### config.mk
export PLATFORM = sky130hd
export DESIGN_NAME = mem_arbiter
export DESIGN_NICKNAME = d
export VERILOG_FILES = /design/src/rtl/mem_arbiter.sv
export SDC_FILE = /design/constraint.sdc
export NUM_CORES = 1
export LEC_CHECK = 0
export CAP_MARGIN = 20
export CORE_ASPECT_RATIO = 0.8
export CORE_MARGIN = 1.5
export CORE_UTILIZATION = 42
export DETAILED_ROUTE_END_ITERATION = 6
export GPL_TIMING_DRIVEN = 0
export PLACE_DENSITY = 0.95
export SLEW_MARGIN = 25
export SYNTH_ARGS = -nofsm -noshare
export SYNTH_HDL_FRONTEND = slang
export SYNTH_SLANG_ARGS = --single-unit
export TNS_END_PERCENT = 100
### constraint.sdc
create_clock -name clk -period 3.3 [get_ports clk]
set_input_delay 0.66 -clock clk [delete_from_list [all_inputs] [get_ports clk]]
set_output_delay 0.66 -clock clk [all_outputs]
set_load 0.03 [all_outputs]
### src/rtl/mem_arbiter.sv
// Three-core round-robin arbiter onto a single one-cycle-latency synchronous memory port.
// Optional macro ARB_LOCK_EN: a winner holding lock during its response keeps the next grant.
module mem_arbiter #(
    parameter int ADDR_W = 8,
    parameter int DATA_W = 8
) (
    input  logic                  clk,
    input  logic                  rst,
    input  logic [2:0]            req,
    input  logic [2:0]            we,
    input  logic [3*ADDR_W-1:0]   addr,
    input  logic [3*DATA_W-1:0]   wdata,
    input  logic [2:0]            lock,
    output logic [2:0]            gnt,
    output logic [2:0]            ack,
    output logic [DATA_W-1:0]     rdata,
    output logic                  mem_en,
    output logic                  mem_we,
    output logic [ADDR_W-1:0]     mem_addr,
    output logic [DATA_W-1:0]     mem_wdata,
    input  logic [DATA_W-1:0]     mem_rdata,
    output logic                  busy
);

    typedef enum logic [1:0] {IDLE, ISSUE, RESP} state_t;

    state_t     state;
    logic [1:0] ptr;
    logic [1:0] win_idx;
    logic [1:0] pick;
    logic       pick_ok;
    logic [2:0] scan_sum;
    logic [1:0] scan_idx;

`ifdef ARB_LOCK_EN
    logic       lock_valid;
    logic [1:0] lock_owner;
`else
    logic       unused_lock;
    assign unused_lock = ^lock;
`endif

    assign rdata = mem_rdata;

    // First requesting core scanning ptr, ptr+1, ptr+2 (mod 3); a held lock overrides the rotation.
    always_comb begin
        pick     = '0;
        pick_ok  = 1'b0;
        scan_sum = '0;
        scan_idx = '0;
        for (int unsigned k = 0; k < 3; k++) begin
            scan_sum = {1'b0, ptr} + 3'(k);
            scan_idx = (scan_sum >= 3'd3) ? 2'(scan_sum - 3'd3) : scan_sum[1:0];
            if (!pick_ok && req[scan_idx]) begin
                pick    = scan_idx;
                pick_ok = 1'b1;
            end
        end
`ifdef ARB_LOCK_EN
        if (lock_valid && req[lock_owner]) begin
            pick = lock_owner;
        end
`endif
    end

    always_ff @(posedge clk) begin
        if (rst) begin
            state     <= IDLE;
            ptr       <= '0;
            win_idx   <= '0;
            gnt       <= '0;
            ack       <= '0;
            mem_en    <= 1'b0;
            mem_we    <= 1'b0;
            mem_addr  <= '0;
            mem_wdata <= '0;
            busy      <= 1'b0;
`ifdef ARB_LOCK_EN
            lock_valid <= 1'b0;
            lock_owner <= '0;
`endif
        end else begin
            case (state)
                IDLE: begin
                    if (req != '0) begin
                        state     <= ISSUE;
                        win_idx   <= pick;
                        gnt       <= 3'b001 << pick;
                        mem_en    <= 1'b1;
                        mem_we    <= we[pick];
                        mem_addr  <= addr[pick*ADDR_W +: ADDR_W];
                        mem_wdata <= wdata[pick*DATA_W +: DATA_W];
                        busy      <= 1'b1;
`ifdef ARB_LOCK_EN
                        lock_valid <= 1'b0;
`endif
                    end
                end
                ISSUE: begin
                    state  <= RESP;
                    mem_en <= 1'b0;
                    mem_we <= 1'b0;
                    ack    <= gnt;
                end
                RESP: begin
                    state <= IDLE;
                    ack   <= '0;
                    gnt   <= '0;
                    busy  <= 1'b0;
`ifdef ARB_LOCK_EN
                    if (lock[win_idx]) begin
                        lock_valid <= 1'b1;
                        lock_owner <= win_idx;
                    end else begin
                        ptr <= (win_idx == 2'd2) ? 2'd0 : win_idx + 2'd1;
                    end
`else
                    ptr <= (win_idx == 2'd2) ? 2'd0 : win_idx + 2'd1;
`endif
                end
                default: state <= IDLE;
            endcase
        end
    end

endmodule

Word-level counts from Yosys, hierarchy flattened

Index checks and enable logic that the tools add are counted.

Flip-flop bits (word level): 31
Bits of input ports: 67
Output and inout bits: 33

Muxes and demuxes: 27
Reductions and logical operators: 12
Equal/unequal tests: 4
Shift operators: 3
Order comparisons: 7
$add $sub $neg: 6

Operator list:

| kind                  | number |
|---|---|
| $shiftx A24 B6 Y8     | 2 |
| $mux W2               | 8 |
| $lt A2 B3 Y1 const B  | 4 |
| $pmux W3 S2           | 2 |
| $bmux W1 S2           | 4 |
| $mux W1               | 8 |
| $ge A3 B2 Y1 const B  | 2 |
| $pmux W1 S2           | 3 |
| $reduce_and A2 Y1     | 3 |
| $reduce_bool A2 Y1    | 3 |
| $sub A2 B2 Y2 const B | 3 |
| $eq A2 B2 Y1 const B  | 2 |
| $pmux W2 S2           | 1 |
| $add A2 B1 Y3 const B | 1 |
| $add A2 B2 Y3 const B | 1 |
| $mux W3               | 1 |
| $reduce_bool A3 Y1    | 1 |
| $shl A1 B2 Y3 const A | 1 |
| $add A2 B1 Y2 const B | 1 |
| $eq A2 B1 Y1 const B  | 1 |
| $ge A2 B2 Y1 const B  | 1 |
| $logic_and A1 B1 Y1   | 2 |
| $logic_not A1 Y1      | 2 |
| $logic_not A2 Y1      | 1 |
| $ne A2 B2 Y1 const B  | 1 |

Logic depth before layout (Yosys ltp)

Depth after elaboration: 15
Depth in mapped cells: 10
Depth with buffers taken out: 8

Least setup slack after synthesis

No wires, ideal clock.

Kind: reg-to-reg
From: register ptr[0]
To: register mem_addr[6]
Setup slack: 1.064 ns
Stages on the path, launching flop included: 9
Data required time: 3.173 ns
Arrival: 2.109 ns
Cell sequence: dfxtp_1 -> inv_1 -> ha_1 -> and2b_1 -> o21ai_0 -> a22oi_1 -> nor2_4 -> and4bb_2 -> or3_1

Cells in the longest elaborated chain, start to end: 12
Elaborated cells between the ends (all ways): 27

Ends and longest elaborated chain:

| element                                                                | RTL line | RTL |
|---|---|---|
| start: declaration                                                     | 28       | `logic [1:0] ptr;` |
| start signal: assignment                                               | 118      | `ptr <= (win_idx == 2'd2) ? 2'd0 : win_idx + 2'd1;` |
| parallel branches: the longest is 10 deep, another holds $add A2 B1 Y3 | n/a      |  |
| $mux W2 *                                                              | 54       | `if (!pick_ok && req[scan_idx]) begin` |
| $shiftx A24 B6 Y8 *                                                    | 91       | `mem_addr <= addr[pick*ADDR_W +: ADDR_W];` |
| end signal: assignment                                                 | 91       |  |
| end: declaration                                                       | 19       | `output logic [ADDR_W-1:0] mem_addr,` |

Every way passes the cells marked *. The select of a mux whose other input is x is not followed.
A chain may end at the register's enable or synchronous reset.

Final worst setup path

From: input req[0]
To: register mem_addr[0]

Cells in the longest elaborated chain, start to end: 10
Elaborated cells between the ends (all ways): 18

Ends and longest elaborated chain:

| element                       | RTL line | RTL |
|---|---|---|
| start: declaration            | 9        | `input logic [2:0] req,` |
| $bmux W1 S2                   | 54       |  |
| $mux W1 (not written as such) | 54       |  |
| $mux W1                       | 54       |  |
| $logic_not A1 Y1              | 54       |  |
| $logic_and A1 B1 Y1           | 54       |  |
| $mux W1                       | 54       |  |
| $logic_not A1 Y1              | 54       |  |
| $logic_and A1 B1 Y1           | 54       |  |
| $mux W2                       | 54       |  |
| $shiftx A24 B6 Y8             | 91       |  |

Several ways; a longest one is shown, not always the timed one. The select of a mux whose other input is x is not followed.

==> impl_metrics.toml <==
[status]
outcome = "completed"

[power_and_ir_drop]
swShare_pct = 35.71
seqPwrFrac_pct = 36.0
p_clk_share_pct = 23.6
leakagePower_uw = 0.001146
p_int_uw = 804.4
p_per_area_nw_per_um2 = 434.4
p_sw_uw = 446.8
combPwrFrac_pct = 40.3
ir_worst_vdd_mv = 0.2937

[timing]
period_needed_ns = 2.625
setup-violations-final = 0
fmax_ghz = 0.3810
relSlewSlack_pct = 58.70
fin_crit_sh_pct = 79.53
drv_slew = 0
rsz0062_at_grt = "false"
fin_skew_ns = 0.01242
fin_ws_ns = 0.6754
tightest_slew_ns = 0.6196
tns_ns = 0
hold_viol = 0

[floorplanning]
io_pins = 100
placeableCoreArea_um2 = 4204
rows = 21
dieArea_um2 = 4822
initial_core_util_pct = 44.08
die_y_um = 62.41
die_x_um = 77.26

[clock_tree]
cts_hold_buf = 0
clock_latency_ns = 0.29
path_clk_slew_ns = 0.07
cts_tree = "yes"
cts_root_buf = "clkbuf_8"
htreeDepth = 2
cts.path.max_buffers = 2
cts_setup_buffers = 0
cts_sinks = 31
cts_buffers = 5
ctsResizeCount = 0

[place]
pre_cts_ws_ns = 0.3724
dp.cells = 356
io_buffers = 87
dp_hpwl_mm = 4.000
place.gp.congestion = 0.9404

[routing]
dr.pass1.iters = 4
drcViolationCount = 0
drt_wl_total_mm = 5.169
drtIter0Drc = 63
antenna_left = 0
wire_per_inst_um = 14.20
vias_per_cell = 5.280
vias = 1922

[final_layout]
antennaDiodeCount = 0
area_growth_pct = 55.44
drive_gt1_share_pct = 11.40
fin_cells = 364
final_util_pct = 68.51
final_nets = 381

[worst_setup_path]
crit_path_max_incr_delay_ns = 0.56
arrival_ns = 2.81
worstPathRequired_ns = 3.48
worst-path-max-fanout = 10
start_kind = "input pin"
timing.critical_path.buf_inv = 2
crit_path_end_kind = "register"
critical_path.top_delay_family = "buffers and inverters"
path_cells = "clkdlybuf4s50_1 -> mux2_4 -> a31oi_4 -> a211oi_2 -> nor2_4 -> buf_12 -> mux2i_1 -> a2111oi_2"
worstSetupPathType = "in -> reg"
cp_slowest_cell = "clkdlybuf4s50_1"

[synthesis]
syn_nets = 287
synth_top_family_by_area = "simple AND/OR/NAND/NOR gates"
netlist_area_um2 = 1853
muxShareOfSynthArea_pct = 9.993
synthCells = 212
synth-xor-area-share_pct = 0
ys_warn_count = 0
synth.avg_cell_area_um2 = 8.741
seq_area_frac_synth_pct = 33.49
synth_simple_gate_area_share_pct = 21.88
synth-compound-area-share_pct = 20.86
ys_ff_latch = 31
synth_fa_ha_area_share_pct = 5.402
synth_cell_types = 35

[grt]
grt_overflow_total = 0
grt_use_met1_pct = 25.88
grt_pass1_vias = 1922
grt_antenna_before_repair = 0
grt_pass1_wl_mm = 8.645
top_usage_layer = "met2"
use_met2_pct = 36.95
grt.total_usage_pct = 22.28
grt_util_met3_pct = 8.029
grt_max_degree = 11

[flow_run]
maxCapViolations = 0

[min_path]
hold_path_class = "reg -> reg"
==> state kept, by name, summed over array words and instances, names as in the netlist <==
| register | flops |
|---|---|
| mem_we | 1 |
| ack | 3 |
| busy | 1 |
| gnt | 3 |
| ptr | 2 |
| state | 2 |
| mem_wdata | 8 |
| mem_addr | 8 |
| mem_en | 1 |
| win_idx | 2 |
==> cell type report <==
| type | count | area [µm²] |
|---|---|---|
| Tap cell | 57 | 71.32 |
| Clock buffer | 6 | 72.57 |
| Fill cell | 348 | 1324 |
| Buffer | 19 | 125.1 |
| Timing Repair Buffer | 87 | 870.8 |
| Sequential cell | 31 | 620.6 |
| Multi-Input combinational cell | 154 | 1077 |
| Clock inverter | 2 | 12.51 |
| Inverter | 8 | 30.03 |
==> routing by layer <==
layer  vias up  share of wire [%]
met1       899                 43
met5         -                  0
met3        10                8.1
li1        940                  -
met2        73                 47
met4         0                1.6
==> power by group through the flow <==
| stage | sequential (µW) | combinational [µW] | clock [µW] |
|---|---|---|---|
| 2_1_floorplan | 535 | 221 | 0 |
| 3_3_place_gp | 456 | 495 | 0 |
| 3_5_place_dp | 458 | 504 | 0 |
| 4_1_cts | 450 | 507 | 296 |
| 5_1_grt | 457 | 541 | 315 |
| 6_report | 451 | 504 | 296 |
==> tightest hold or removal path, delay by kind of cell, from the launching register on <==
family / cells / cell delay [ns]
DFF: 1 / 0.32
and+or+nand+nor: 1 / 0.06
AOI/OAI and AO/OA: 1 / 0.05
==> path summary, 6_finish.rpt <==
check / slack, ns / depth (start not counted) / startpoint / end
worst max register to register: 0.79 / 9 / ptr[0] / mem_addr[3]
worst max-delay path: 0.68 / 8 / req[0] / mem_addr[0]
worst min-delay path: 0.47 / 2 / gnt[2] / gnt[2]
worst min register to register: 0.47 / 2 / gnt[2] / gnt[2]
==> cell usage after synthesis (all sizes together) <==
cell type | n | area share (%)
and4bb | 1 | 0.68
and4b | 2 | 1.1
or3 | 1 | 0.34
o21ai | 3 | 0.81
dfxtp | 31 | 33
a22oi | 2 | 0.81
a21oi | 12 | 3.2
mux2i | 17 | 9.2
mux2 | 1 | 0.81
a2111oi | 16 | 11
a32oi | 2 | 0.95
o2bb2ai | 1 | 0.47
a211oi | 3 | 1.5
nand3b | 1 | 0.41
nand2b | 5 | 1.7
buf | 13 | 5.5
clkbuf | 6 | 1.2
nand3 | 5 | 1.4
ha | 8 | 5.4
a31oi | 2 | 1.5
o22ai | 2 | 0.68
nand2 | 13 | 2.6
nand4 | 2 | 0.68
or3b | 1 | 0.47
nor2b | 6 | 2.0
nor2 | 44 | 9.3
inv | 8 | 1.6
and2b | 1 | 0.41
nor3 | 3 | 0.81
==> placed cells by master (no fill, tap or decap) <==
master / instances
a2111oi_0: 6
a2111oi_2: 10
a211oi_1: 2
a211oi_2: 1
a21oi_1: 12
a22oi_1: 2
a31oi_1: 1
a31oi_4: 1
a32oi_1: 2
and2b_1: 1
and4b_1: 2
and4bb_2: 1
buf_12: 1
buf_2: 3
buf_4: 9
clkbuf_1: 7
clkbuf_8: 5
clkdlybuf4s50_1: 87
clkinv_2: 1
clkinvlp_4: 1
dfxtp_1: 31
ha_1: 8
inv_1: 8
mux2_4: 1
mux2i_1: 17
nand2_1: 13
nand2b_1: 5
nand3_1: 5
nand3b_1: 1
nand4_1: 2
nor2_1: 43
nor2_4: 1
nor2b_1: 6
nor3_1: 3
o21ai_0: 3
o22ai_1: 2
o2bb2ai_1: 1
or3_1: 1
or3b_1: 1
==> through the flow <==
stage                     total power, µW  hold slack [ns]  area, µm²
final                                1251           0.4735       2880
after global routing                 1312           0.5052       2880
after CTS                            1254           0.4744       2880
after detailed placement            962.3           0.4650       2795
after global placement              950.2           0.4600       2795
after floorplan                     755.8           0.4607       1853
==> kinds of logic after synthesis <==
family,Yosys count
compound gates,43
fa+ha+maj,8
buf+inv,27
flops,31
mux,18
simple gates,85
Note: power is estimated with default switching activity, not from simulation.
